===== config.mk =====
export PLATFORM = sky130hd
export DESIGN_NAME = controle_deslocamento
export DESIGN_NICKNAME = d
export VERILOG_FILES = /design/src/rtl/ctrl_pkg.sv /design/src/rtl/registrador_desloc.sv /design/src/rtl/controle_deslocamento.sv
export SDC_FILE = /design/constraint.sdc
export NUM_CORES = 1
export LEC_CHECK = 0
export ABC_AREA = 1
export ABC_CLOCK_PERIOD_IN_PS = 3200
export CELL_PAD_IN_SITES_DETAIL_PLACEMENT = 1
export CELL_PAD_IN_SITES_GLOBAL_PLACEMENT = 1
export CORE_UTILIZATION = 31
export CTS_CLUSTER_DIAMETER = 150
export DETAILED_ROUTE_END_ITERATION = 10
export PLACE_DENSITY = 0.76
export SLEW_MARGIN = 0
export SYNTH_ARGS = -nofsm -noshare
export SYNTH_HDL_FRONTEND = slang
export SYNTH_HIERARCHICAL = 1
export SYNTH_SLANG_ARGS = --single-unit
export TNS_END_PERCENT = 20

===== constraint.sdc =====
create_clock -name clk -period 3.2 [get_ports clk]
set_input_delay 0.32 -clock clk [delete_from_list [all_inputs] [get_ports clk]]
set_output_delay 0.32 -clock clk [all_outputs]
set_load 0.01 [all_outputs]

===== src/rtl/ctrl_pkg.sv =====
// ---------------------------------------------------------------------------
// ctrl_pkg
// Shared definitions for the shift-register sequencing controller:
//   - mode codes driven on {ch1,ch0} to the mux-selected flip-flop cells
//   - controller state encoding
// ---------------------------------------------------------------------------
package ctrl_pkg;

    localparam logic [1:0] MODO_HOLD   = 2'b00;
    localparam logic [1:0] MODO_DESLOC = 2'b01;
    localparam logic [1:0] MODO_CARGA  = 2'b10;
    localparam logic [1:0] MODO_RESERV = 2'b11;  // cells hold; never driven

    typedef enum logic [1:0] {
        IDLE   = 2'd0,
        SHIFT  = 2'd1,
        PARITY = 2'd2,
        DONE   = 2'd3
    } estado_t;

endpackage


===== src/rtl/registrador_desloc.sv =====
// ---------------------------------------------------------------------------
// registrador_desloc
// WIDTH-bit universal register slice controlled by a 2-bit mode select.
//   clk     : rising-edge clock
//   rst     : asynchronous active-high reset, clears the register
//   i_modo  : {ch1,ch0}; 00 hold, 01 shift right (0 fill), 10 load, 11 hold
//   i_dado  : parallel load word
//   o_q     : register contents
// ---------------------------------------------------------------------------
module registrador_desloc
    import ctrl_pkg::*;
#(
    parameter int WIDTH = 4
) (
    input  logic             clk,
    input  logic             rst,
    input  logic [1:0]       i_modo,
    input  logic [WIDTH-1:0] i_dado,
    output logic [WIDTH-1:0] o_q
);

    logic [WIDTH-1:0] r_q;

    always_ff @(posedge clk or posedge rst) begin
        if (rst) begin
            r_q <= '0;
        end else begin
            case (i_modo)
                // a logical shift keeps WIDTH=1 legal (no reversed slice)
                MODO_DESLOC: r_q <= r_q >> 1;
                MODO_CARGA:  r_q <= i_dado;
                default:     r_q <= r_q;    // hold, and reserved code
            endcase
        end
    end

    assign o_q = r_q;

endmodule


===== src/rtl/controle_deslocamento.sv =====
// ---------------------------------------------------------------------------
// controle_deslocamento
// Sequencing controller: accepts a parallel word on a start/ready handshake,
// loads it into the register slice and shifts it out serially, LSB first.
// The same {ch1,ch0} mode select is exported so external slices can follow.
//
// Ports:
//   clk, rst    : rising-edge clock, asynchronous active-high reset
//   start       : transfer request, sampled only while ready=1
//   dado_in     : parallel word, captured on the accepting edge
//   ready       : idle, start accepted this cycle
//   busy        : transfer in progress
//   serial_out  : current serial bit
//   bit_valid   : serial_out carries a data or parity bit
//   done        : one-cycle pulse after the last bit
//   ch1, ch0    : mode select to the register cells
//   reg_q       : internal register contents
//
// Build option: define CTRL_PARIDADE_EN to append an even-parity bit after
// the data bits (one extra PARITY cycle before DONE).
// ---------------------------------------------------------------------------
module controle_deslocamento
    import ctrl_pkg::*;
#(
    parameter  int WIDTH = 4,
    localparam int CW    = $clog2(WIDTH + 1)
) (
    input  logic             clk,
    input  logic             rst,
    input  logic             start,
    input  logic [WIDTH-1:0] dado_in,
    output logic             ready,
    output logic             busy,
    output logic             serial_out,
    output logic             bit_valid,
    output logic             done,
    output logic             ch1,
    output logic             ch0,
    output logic [WIDTH-1:0] reg_q
);

    estado_t          r_estado;
    logic [CW-1:0]    r_cnt;
    logic [1:0]       w_modo;
    logic [WIDTH-1:0] w_q;
`ifdef CTRL_PARIDADE_EN
    logic             r_paridade;
`endif

    registrador_desloc #(.WIDTH(WIDTH)) u_reg (
        .clk    (clk),
        .rst    (rst),
        .i_modo (w_modo),
        .i_dado (dado_in),
        .o_q    (w_q)
    );

    // Controller state and bit counter
    always_ff @(posedge clk or posedge rst) begin
        if (rst) begin
            r_estado   <= IDLE;
            r_cnt      <= '0;
`ifdef CTRL_PARIDADE_EN
            r_paridade <= 1'b0;
`endif
        end else begin
            case (r_estado)
                IDLE: begin
                    if (start) begin
                        r_cnt    <= '0;
                        r_estado <= SHIFT;
`ifdef CTRL_PARIDADE_EN
                        // even parity: makes the total count of ones even
                        r_paridade <= ^dado_in;
`endif
                    end
                end
                SHIFT: begin
                    r_cnt <= r_cnt + 1'b1;
                    if (r_cnt == CW'(WIDTH - 1)) begin
`ifdef CTRL_PARIDADE_EN
                        r_estado <= PARITY;
`else
                        r_estado <= DONE;
`endif
                    end
                end
`ifdef CTRL_PARIDADE_EN
                PARITY:  r_estado <= DONE;
`endif
                DONE:    r_estado <= IDLE;
                default: r_estado <= IDLE;
            endcase
        end
    end

    // Output decode: combinational from state, start and register contents.
    // The load mode is asserted in IDLE together with start so the register
    // captures dado_in on the very edge that accepts the request.
    always_comb begin
        ready      = 1'b0;
        busy       = 1'b0;
        serial_out = 1'b0;
        bit_valid  = 1'b0;
        done       = 1'b0;
        w_modo     = MODO_HOLD;
        case (r_estado)
            IDLE: begin
                ready  = 1'b1;
                w_modo = start ? MODO_CARGA : MODO_HOLD;
            end
            SHIFT: begin
                busy       = 1'b1;
                bit_valid  = 1'b1;
                serial_out = w_q[0];
                w_modo     = MODO_DESLOC;
            end
`ifdef CTRL_PARIDADE_EN
            PARITY: begin
                busy       = 1'b1;
                bit_valid  = 1'b1;
                serial_out = r_paridade;
            end
`endif
            DONE: begin
                busy = 1'b1;
                done = 1'b1;
            end
            default: begin
                ready = 1'b0;
            end
        endcase
    end

    assign ch1   = w_modo[1];
    assign ch0   = w_modo[0];
    assign reg_q = w_q;

endmodule


Word-level counts from Yosys, hierarchy flattened
Index checks and enable logic that the tools add are counted.

Bits in registers: 9. Input port bits: 7. Output and inout bits: 11. Logic and storage cells: 30.

Add/sub/neg operators: 1. Equality and inequality tests: 7. Mux-type cells: 13. Reductions and logical operators: 6.

Operator list (number): 2-bit one-hot mux with 2 select lines (2); 4-bit one-hot mux with 2 select lines (1); 2-bit 2-to-1 mux (3); 3-bit one-hot mux with 2 select lines (1); 1-bit 2-to-1 mux (5); 2-bit by 1-bit equality test with 1-bit output, second input constant (2); 2-bit equality test, second input constant (2); 2-bit != test, second input constant (2); 2-bit AND reduction (2); 2-bit nonzero test (2); 3-bit by 1-bit adder with 3-bit output, second input constant (1); 3-bit by 2-bit equality test with 1-bit output, second input constant (1); 3-bit 2-to-1 mux (1); 2-bit zero test (1); 2-bit OR reduction (1).

Depth between registers and ports, before layout
Depth in word-level cells: 4. Mapped depth: 9. Gate-level depth less buffers: 9.

Cells and area by module
The synthesis kept the hierarchy.

Modules (own cells, without submodules): controle_deslocamento (times used 1, cells an instance 35, area each 274.0 um2, seq. area each 125.1 um2); registrador_desloc (times used 1, cells an instance 32, area each 220.2 um2, seq. area each 100.1 um2).

Least setup slack after synthesis
Ideal clock, no wire load.

Path kind: reg2reg. Start point: register r_estado[0]. End point: register u_reg.r_q[3] (netlist: u_reg/o_q[3]). Arrival: 1.379 ns. Required time: 3.124 ns. Path slack: 1.745 ns. Stages on the path, launching flop included: 6. Buffers on the path: 0. Cells stage by stage: dfrtp_1 -> nor3b_1 -> ha_1 -> inv_2 -> nand3_1 -> o21ai_1.

Cells in the longest elaborated chain, start to end: 4. Elaborated cells between the ends (all ways): 7. Classes of those cells: 3 x eq/ne; 2 x mux; 2 x reduce/logical.

RTL lines: start, declared (RTL line controle_deslocamento.sv:42) `estado_t r_estado;`; start signal, assigned (RTL line controle_deslocamento.sv:61) `r_estado <= IDLE;`; start signal, assigned (RTL line controle_deslocamento.sv:71) `r_estado <= SHIFT;`; start signal, assigned (RTL line controle_deslocamento.sv:84) `r_estado <= DONE;`; 2-bit by 1-bit equality test with 1-bit output or 2-bit zero test (tied branches) (RTL line controle_deslocamento.sv:107) `case (r_estado)`; 2-bit one-hot mux with 2 select lines * (RTL line controle_deslocamento.sv:107); net ch1 (RTL line controle_deslocamento.sv:37) `output logic ch1,`; 2-bit equality test or 2-bit by 1-bit equality test with 1-bit output (tied branches) (RTL line registrador_desloc.sv:28) `case (i_modo)`; 4-bit one-hot mux with 2 select lines or 2-bit nonzero test (tied branches); end signal, assigned (RTL line registrador_desloc.sv:30) `MODO_DESLOC: r_q <= r_q >> 1;`; end signal, assigned (RTL line registrador_desloc.sv:31) `MODO_CARGA: r_q <= i_dado;`; end signal, assigned (RTL line registrador_desloc.sv:32) `default: r_q <= r_q;`; end, declared (RTL line registrador_desloc.sv:22) `logic [WIDTH-1:0] r_q;`.

Mark *: on every way through the listed nets, which the timed path passes. The rest lies on a longest branch. A chain may end at the register's enable or synchronous reset.

Worst setup path in the final report
Start point: input start. End point: output ch1.

Cells in the longest elaborated chain, start to end: 2.

RTL lines: start, declared (RTL line controle_deslocamento.sv:30) `input logic start,`; 2-bit 2-to-1 mux (RTL line controle_deslocamento.sv:110) `w_modo = start ? MODO_CARGA : MODO_HOLD;`; 2-bit one-hot mux with 2 select lines (RTL line controle_deslocamento.sv:107); end, declared (RTL line controle_deslocamento.sv:37).

No other way between the ends.

==> summary.md <==
| Metric | Value |
|---|---|
| # port buffers | 17 |
| Clk buf depth | 2 |
| Clock sink count | 9 |
| Initial core utilization | 33.19% |
| Hold Vio Cnt, Final | 0 |
| Crit-path cells | clkdlybuf4s50_1 > nor3b_1 > clkdlybuf4s50_1 |
| Clk_lat worst skew | 260 ps |
| Grt total ovfl | 0 |
| Power per cell area | 919.3 mW/mm^2 |
| Fmax | 0.5145 GHz |
| Final antenna-violating net count | 0 |
| Nets | 97 |
| Clk_skew | 1.046 ps |
| Core area | 0.001489 sq mm |
| CTS hold repair buffers | 0 |
| CP Launch Type | primary input |
| Final Max Slew Viols | 0 |
| Data arrival time of the worst path | 1620 ps |
| Most frequent CP cell | clkdlybuf4s50_1 |
| Cells after Synth | 67 |
| Top cells by area, synth | dfrtp_1 (46%), nand2_1 (16%), inv_1 (12%) |
| Setup Viol. Count Final | 0 |
| First-pass GRT wire length | 1787 um |
| Dpl cell area | 673.1 sq um |
| Max-cap viol count | 0 |
| Final period utilization | 60.74% |
| Clk root buf | clkbuf_4 |
| TNS Setup | 0 ps |
| Leakage | 0.0003860 uW |
| Reg clk slew, reported paths | 60 ps |
| Yosys top cell by area | dfrtp_1 |
| CP endpoint kind | output port |
| Chip Width | 41.93 um |
| CTS tree | done |
| Worst slew pin tran | 249.2 ps |
| Status | complete, no violations |
| Synthesized area | 494.2 sq um |
| Crit path max-delay cell type | clkdlybuf4s50_1 |
| Max H-tree Level | 1 |
| Post-CTS Resized | 0 |
| 1st-pass router iterations | 3 |
| Yosys reg bits | 9 |
| Routability cong. | 0.6929 |
| Post-DR vias/cell | 4.402 |
| TritonCTS Buffers | 3 |
| Relative slew slack | 83.35% |
| Sequential share of the synthesized area | 45.57% |
| Final Cell Area | 699.4 sq um |
| Wirelength per Cell | 9.794 um |
| Antenna diode count | 0 |
| Vert. Die Dim | 41.93 um |
| CP Max Fanout | 2 |
| Synthesized area per cell | 7.376 sq um |
| First-iteration detailed-routing DRC count | 3 |
| Yosys Warn Count | 6 |
| Total GRT Usage | 13.24% |
| Yosys top cell area share | 45.57% |
| Worst path required time | 2880 ps |
| Setup CP Type | in2out |
| Drc violations | 0 |
| RSZ-0062 raised after global routing | no |
| Layout Utilization | 46.97% |
| Vias in the first global route | 430 |
| Area grow syn2layout | 41.52% |
| Maximum vdd ir drop | 465.6 uV |
| Final WL | 999 um |
| Die area | 0.001758 sq mm |
| Via count | 449 |
| Min Tclk post-route | 1944 ps |
| Commonest non-fill, non-tap cell in the layout | nand2_1 |
| Synth cell types | 12 |
| Commonest cells after routing, fill and taps aside | nand2_1 (21), clkdlybuf4s50_1 (17), inv_1 (16), dfrtp_1 (9), nand3_1 (7) |
| Worst min path class | in2async |
| Largest net degree at the start of global routing | 8 |
| Dpl hpwl | 815.7 um |
| Post-Syn Nets | 77 |
| Initial antenna violation count | 0 |
| Layout cells sized above 1 | 8.140% |
| # rows | 14 |
| I/O pin cnt | 18 |
| Number of buffers added for setup after CTS | 0 |
| Critical path's largest stage delay | 580 ps |
## report_power, final
group          leakage [uW]  switching, uW  total (uW)  internal, uW
clock             0.0000150           38.7        86.7          48.0
sequential         0.000115           35.9         195           159
combinational      0.000256            191         362           171
total              0.000386            266         643           377
## stage by stage
stage | std cells | hold WS (ps) | power [uW] | setup WS (ps)
floorplan | 67 | 86.08 | 413.0 | 1745
global placement | 98 | 489.4 | 552.7 | 1272
detailed placement | 98 | 499.9 | 564.2 | 1242
CTS | 102 | 261.4 | 657.0 | 1238
global route | 102 | 300.3 | 706.4 | 1148
finish | 102 | 265.7 | 643.0 | 1256
## critical path, delay by kind of cell
family                 cells  cell delay (ps)
buffers and inverters      2             1050
and+or+nand+nor            1              250
## per-layer routing
layer,up-vias,part of all wire [%],track usage [%]
met3,2,4.2,2.609
met5,-,0,0
met2,12,42,18.75
li1,235,-,-
met4,0,2.3,5.806
met1,200,51,19.44
## registers in the layout (all words and copies together) (netlist names)
name       count
u_reg/o_q      4
r_cnt          3
r_estado       2
## layout make-up
class | instances | area (sq um)
fill | 187 | 789.5
timing repair buffer | 17 | 170.2
sequential | 9 | 225.2
inverter | 19 | 71.32
multi-input combinational | 37 | 186.4
tap | 16 | 20.02
clock buffer | 4 | 26.28
## cells in the mapped netlist
cell / instances
buf_4: 1
clkbuf_1: 1
dfrtp_1: 9
ha_1: 3
inv_1: 16
inv_2: 3
nand2_1: 21
nand2_4: 1
nand3_1: 7
nor2_1: 3
nor3b_1: 1
o21ai_1: 1
## logic make-up (layout without fill, tap and decap cells)
family / count (synthesis) / in the layout / share of synthesized area, %
DFF: 9 / 9 / 45.57
buffers and inverters: 21 / 40 / 16.71
adders and majority gates: 3 / 3 / 7.596
AOI/OAI and AO/OA: 1 / 1 / 1.012
and+or+nand+nor: 33 / 33 / 29.11
## worst paths after layout
kind | start | endpoint | slack, ps | cells past startpoint
setup / recovery | start | ch1 | 1260 | 3
hold / removal | rst | u_reg/o_q[3] | 270 | 2
setup reg to reg | r_estado[1] | u_reg/o_q[3] | 1740 | 8
hold reg to reg | u_reg/o_q[0] | u_reg/o_q[0] | 500 | 2
max in group asynchronous | rst | r_cnt[2] | 2740 | 2
min in group clk | u_reg/o_q[0] | u_reg/o_q[0] | 500 | 2
(Power assumes the default switching activity.)
